==> config.mk <==
export PLATFORM = sky130hd
export DESIGN_NAME = weight_loader
export DESIGN_NICKNAME = d
export VERILOG_FILES = /design/src/rtl/weight_loader.sv
export SDC_FILE = /design/constraint.sdc
export NUM_CORES = 1
export LEC_CHECK = 0
export CAP_MARGIN = 20
export CORE_MARGIN = 4
export CORE_UTILIZATION = 25
export CTS_CLUSTER_DIAMETER = 120
export DETAILED_ROUTE_END_ITERATION = 12
export GPL_ROUTABILITY_DRIVEN = 0
export PLACE_DENSITY = 0.49
export SYNTH_ARGS = -nofsm -noshare
export SYNTH_HDL_FRONTEND = slang
export SYNTH_SLANG_ARGS = --single-unit
==> constraint.sdc <==
create_clock -name clk -period 2.2 [get_ports clk]
set_clock_uncertainty 0.05 [all_clocks]
set_input_delay 0.22 -clock clk [delete_from_list [all_inputs] [get_ports clk]]
set_output_delay 0.22 -clock clk [all_outputs]
set_load 0.02 [all_outputs]
==> src/rtl/weight_loader.sv <==
// -----------------------------------------------------------------------------
// weight_loader
//
// Start-triggered sequencer that reads a contiguous run of weight words from a
// synchronous ROM (one-cycle read latency) and writes them, strictly in order,
// into per-node FIFOs.
//
// Word k always goes to node (k mod NUM_NODES).
//
// If the target node's FIFO is full, the whole stream stalls. No other node is
// allowed to go ahead, so the word order at each node is preserved.
//
// Ports
//   clk         rising-edge clock
//   rst         asynchronous, active-low reset
//   start       one-cycle request, accepted only in IDLE (and only if abort=0)
//   abort       ends a running transfer early
//   base_addr   first ROM address (latched on accepted start)
//   num_words   number of words, 0..2^ADDR_WIDTH (latched on accepted start)
//   full        per-node FIFO full flags
//   rom_en      ROM read strobe (combinational)
//   rom_addr    ROM read address (combinational, valid with rom_en)
//   rom_data    ROM read data, valid the cycle after rom_en
//   fifo_wr_en  one-hot FIFO write strobe (registered)
//   fifo_wdata  FIFO write data (rom_data passed straight through)
//   busy        high in RUN and DRAIN
//   done        one-cycle completion pulse
// -----------------------------------------------------------------------------
module weight_loader #(
    parameter int NUM_NODES  = 4,
    parameter int ADDR_WIDTH = 4,
    parameter int DATA_WIDTH = 16
) (
    input  logic                  clk,
    input  logic                  rst,
    input  logic                  start,
    input  logic                  abort,
    input  logic [ADDR_WIDTH-1:0] base_addr,
    input  logic [ADDR_WIDTH:0]   num_words,
    input  logic [NUM_NODES-1:0]  full,
    output logic                  rom_en,
    output logic [ADDR_WIDTH-1:0] rom_addr,
    input  logic [DATA_WIDTH-1:0] rom_data,
    output logic [NUM_NODES-1:0]  fifo_wr_en,
    output logic [DATA_WIDTH-1:0] fifo_wdata,
    output logic                  busy,
    output logic                  done
);

    localparam int NODE_W = (NUM_NODES > 1) ? $clog2(NUM_NODES) : 1;

    typedef enum logic [1:0] {
        IDLE  = 2'd0,
        RUN   = 2'd1,
        DRAIN = 2'd2,
        DONE  = 2'd3
    } state_t;

    state_t                state_reg, state_next;
    logic [ADDR_WIDTH-1:0] addr_reg, addr_next;
    logic [ADDR_WIDTH:0]   remaining_reg, remaining_next;
    logic [NODE_W-1:0]     node_reg, node_next;
    logic [NUM_NODES-1:0]  wr_en_reg, wr_en_next;
    logic [NUM_NODES-1:0]  node_onehot;
    logic                  issue;

    // One-hot decode of the node that the next issued word belongs to.
    generate
        for (genvar gi = 0; gi < NUM_NODES; gi++) begin : g_onehot
            assign node_onehot[gi] = (node_reg == NODE_W'(gi));
        end
    endgenerate

    always_comb begin
        state_next     = state_reg;
        addr_next      = addr_reg;
        remaining_next = remaining_reg;
        node_next      = node_reg;
        wr_en_next     = '0;
        issue          = 1'b0;

        case (state_reg)
            IDLE: begin
                if (start && !abort) begin
                    addr_next      = base_addr;
                    remaining_next = num_words;
                    node_next      = '0;
                    state_next     = (num_words == '0) ? DONE : RUN;
                end
            end
            RUN: begin
                if (abort || remaining_reg == '0) begin
                    state_next = DRAIN;
                end else if (!full[node_reg]) begin
                    // The write strobe is delayed one cycle so that it lines up
                    // with the ROM's read latency.
                    issue          = 1'b1;
                    addr_next      = addr_reg + ADDR_WIDTH'(1);
                    remaining_next = remaining_reg - (ADDR_WIDTH + 1)'(1);
                    node_next      = (node_reg == NODE_W'(NUM_NODES - 1)) ? '0
                                                                          : node_reg + NODE_W'(1);
                    wr_en_next     = node_onehot;
                    if (remaining_reg == (ADDR_WIDTH + 1)'(1)) begin
                        state_next = DRAIN;
                    end
                end
            end
            DRAIN:   state_next = DONE;
            DONE:    state_next = IDLE;
            default: state_next = IDLE;
        endcase
    end

    always_ff @(posedge clk or negedge rst) begin
        if (!rst) begin
            state_reg     <= IDLE;
            addr_reg      <= '0;
            remaining_reg <= '0;
            node_reg      <= '0;
            wr_en_reg     <= '0;
        end else begin
            state_reg     <= state_next;
            addr_reg      <= addr_next;
            remaining_reg <= remaining_next;
            node_reg      <= node_next;
            wr_en_reg     <= wr_en_next;
        end
    end

    assign rom_en     = issue;
    assign rom_addr   = addr_reg;
    assign fifo_wr_en = wr_en_reg;
    assign fifo_wdata = rom_data;
    assign busy       = (state_reg == RUN) || (state_reg == DRAIN);
    assign done       = (state_reg == DONE);

endmodule

==> impl_metrics.py, run 1 <==
metrics = {
    "power_and_ir_drop": {
        "power_density_nw_per_um2": 1253,
        "power.internal_mw": 1.178,
        "clockPowerShare": 0.115,
        "power_mw": 2.059,
        "p_seq_frac": 0.271,
        "leakage_nw": 0.7277,
        "pwr-share-comb": 0.613,
        "p_switching_mw": 0.8808,
        "netSwitchingFraction": 0.4278,
        "ir_worst_vdd_mv": 0.3634,
    },
    "synthesis": {
        "synth_seq_area_share": 0.3279,
        "ys_top_cells_by_area": "dfrtp_1 (33%), ha_1 (13%), buf_4 (9.3%)",
        "ys_warn_count": 0,
        "yosysTopAreaCell": "dfrtp_1",
        "syn_avg_cell_area_um2": 10.14,
        "synth_area_um2": 1297,
        "yosysTopAreaCellShare": 0.3279,
        "ys_seq_elements": 17,
        "synth_nets": 174,
        "postSynthCellCount": 128,
        "synth_cell_type_count": 38,
    },
    "cells_and_area": {
        "drive_gt1_frac": 0.1523,
        "num_antenna_cells": 0,
        "post-route-util": 0.3367,
        "nets": 198,
        "syn_to_final_growth_pct": 26.62,
        "largest_reg_flops": 5,
        "layoutNonFillerInstCount": 218,
        "final_area_um2": 1643,
    },
    "route": {
        "drcViolationCount": 0,
        "wl_per_cell_um": 14.04,
        "detail-route-antenna-nets": 0,
        "vias": 991,
        "drt_wl_total_um": 3060,
        "drtIter0Drc": 56,
        "via_per_inst": 4.546,
        "firstDrtPassIters": 4,
    },
    "timing": {
        "tns_ns": 0,
        "fin_crit_sh": 0.9354,
        "fmax_mhz": 485.9,
        "hold_slack_ns": 0.2502,
        "slew_violations": 0,
        "maxSlewHeadroom": 0.6360,
        "rsz0062_at_grt": "no",
        "worst_slew_pin_slew_ns": 0.5437,
        "final-setup-viol-count": 0,
        "setup_slack_ns": 0.1421,
        "period_minus_slack_ns": 2.058,
        "hold_viol": 0,
    },
    "global_route": {
        "antenna_found_initial": 0,
        "grt_pass1_vias": 1018,
        "track_usage": 0.1030,
        "grt_pass1_wl_um": 5133,
        "overflow": 0,
        "grt_max_degree": 18,
    },
    "cts": {
        "cts_setup_buffers": 0,
        "clk_latency_ns": 0.25,
        "clkTransAtPathRegs_ns": 0.07,
        "cts_max_path_buffers": 2,
        "cts_tree": "done",
        "ctsHtreeMaxLevel": 1,
        "cts_sinks": 17,
        "root_buffer": "clkbuf_8",
        "ctsHoldBuffers": 0,
        "cts_inserted_buffers": 3,
    },
    "worst_setup_path": {
        "cp_data_arrival_time_ns": 2.19,
        "crit_type": "flop to flop",
        "endpoint_kind": "flop",
        "critical_path_required_ns": 2.33,
        "crit_fanout": 5,
        "critPathLaunchType": "flop",
    },
    "placement": {
        "place_inst": 214,
        "pre_cts_slack_ns": -0.1916,
        "place_area_um2": 1603,
        "dp_hpwl_um": 2408,
        "numPortBuffers": 27,
    },
    "floorplan": {
        "die_w_um": 80.04,
        "top_level_ports": 60,
        "die_height_um": 80.04,
        "start_util": 0.2659,
        "rows": 25,
        "die_area_um2": 6406,
        "fp.coreArea_um2": 4880,
    },
    "hold_path": {
        "hold_path_class": "primary input to asynchronous set/reset pin",
    },
    "outcome": {
        "outcome": "finished clean",
    },
    "job": {
        "cap_viol_max_count": 0,
    },
}
worst max-delay path, cell delays in order (launching register included):
cell,delay (ns)
dfrtp_1,0.37
mux4_2,0.56
buf_4,0.19
or4_4,0.52
a21boi_2,0.15
a2bb2oi_1,0.15
kinds of logic after synthesis:
| kind of cell | Yosys count | share of synthesized area |
|---|---|---|
| buffers and inverters | 31 | 0.1360 |
| AOI/OAI and AO/OA | 17 | 0.1119 |
| and+or+nand+nor | 39 | 0.2035 |
| DFF | 17 | 0.3279 |
| muxes | 11 | 0.09547 |
| adders and majority gates | 13 | 0.1254 |
worst paths after layout:
| path | end | from | cells after the start | slack [ns] |
|---|---|---|---|---|
| hold / removal | remaining_reg[2]$_DFFE_PN0P_ | rst | 2 | 0.25 |
| hold reg to reg | rom_addr[3]$_DFFE_PN0P_ | rom_addr[3]$_DFFE_PN0P_ | 2 | 0.51 |
| setup reg to reg | remaining_reg[3]$_DFFE_PN0P_ | node_reg[0]$_DFFE_PN0P_ | 5 | 0.14 |
| min in group clk | fifo_wdata[3] | rom_data[3] | 0 | 0.39 |
| setup / recovery | remaining_reg[3]$_DFFE_PN0P_ | node_reg[0]$_DFFE_PN0P_ | 5 | 0.14 |
| max in group asynchronous | remaining_reg[4]$_DFFE_PN0P_ | rst | 2 | 1.65 |
final cells by class:
cell class / count / area (um^2)
multi-input combinational: 80 / 695.7
tap: 67 / 83.83
sequential: 17 / 425.4
fill: 512 / 3237
clock buffer: 4 / 45.04
timing repair buffer: 38 / 347.8
inverter: 12 / 45.04
routing by layer:
metal	part of all wire	global-route usage	wire length, um	vias to the layer above
met5	0	0	0	-
met4	0.025	0.05236	77	0
met3	0.044	0.01693	136	16
met2	0.45	0.1606	1390	25
met1	0.48	0.1360	1455	466
li1	-	-	-	484
cells in the final DEF, fill, tap and decap left out, types with 3 or more instances in the layout:
master / Yosys / layout
clkbuf_8: 0 / 3
ha_1: 13 / 13
clkdlybuf4s50_1: 0 / 26
nand4_1: 3 / 3
nand3_1: 3 / 3
mux2i_1: 9 / 9
a21oi_1: 3 / 3
inv_1: 12 / 12
nand2_1: 7 / 7
nor2_1: 5 / 5
buf_4: 16 / 11
dfrtp_1: 17 / 17
nor2b_1: 5 / 5
and2_1: 4 / 4
cell usage after synthesis:
master     number
nand2_1         7
a311o_1         1
mux4_2          1
a41o_1          1
nor4b_1         1
o31ai_4         1
a21boi_2        1
nand3b_1        1
nand4_1         3
mux2_2          1
nor4bb_1        1
nor4_1          2
and2_1          4
nor4b_4         2
nand4bb_1       1
mux2i_1         9
ha_1           13
a2bb2oi_1       2
or4_4           1
nand4b_1        1
o21ai_0         1
buf_4          16
inv_1          12
a41oi_1         1
a31o_2          1
clkbuf_1        2
a31oi_1         2
a32o_1          1
nand3_1         3
buf_1           1
nor2b_1         5
a21oi_1         3
nor2_1          5
dfrtp_1        17
a211o_1         1
o22ai_1         1
nor3_1          1
or3_1           1
power groups by stage:
stage	sequential, mW	clock, mW	combinational, mW
after global routing	0.577	0.265	1.40
after CTS	0.560	0.247	1.28
final	0.559	0.237	1.26
after global placement	0.558	0	1.25
after floorplan	0.593	0	0.820
after detailed placement	0.566	0	1.27
what timing repair did:
| item | in CTS | in global routing |
|---|---|---|
| pin swaps | 0 | 0 |
| endpoints found under the hold margin | 0 | 0 |
| gates resized for setup | 1 | 2 |
| setup endpoints to repair | 1 | 1 |
Note: power is estimated with default switching activity, not from simulation.
==> run 2, diff against run 1 <==
Settings changed: CTS_CLUSTER_SIZE set to 30.
==> results of run 2 <==
Same layout as run 1: the final DEF is identical, and so are final timing and power.
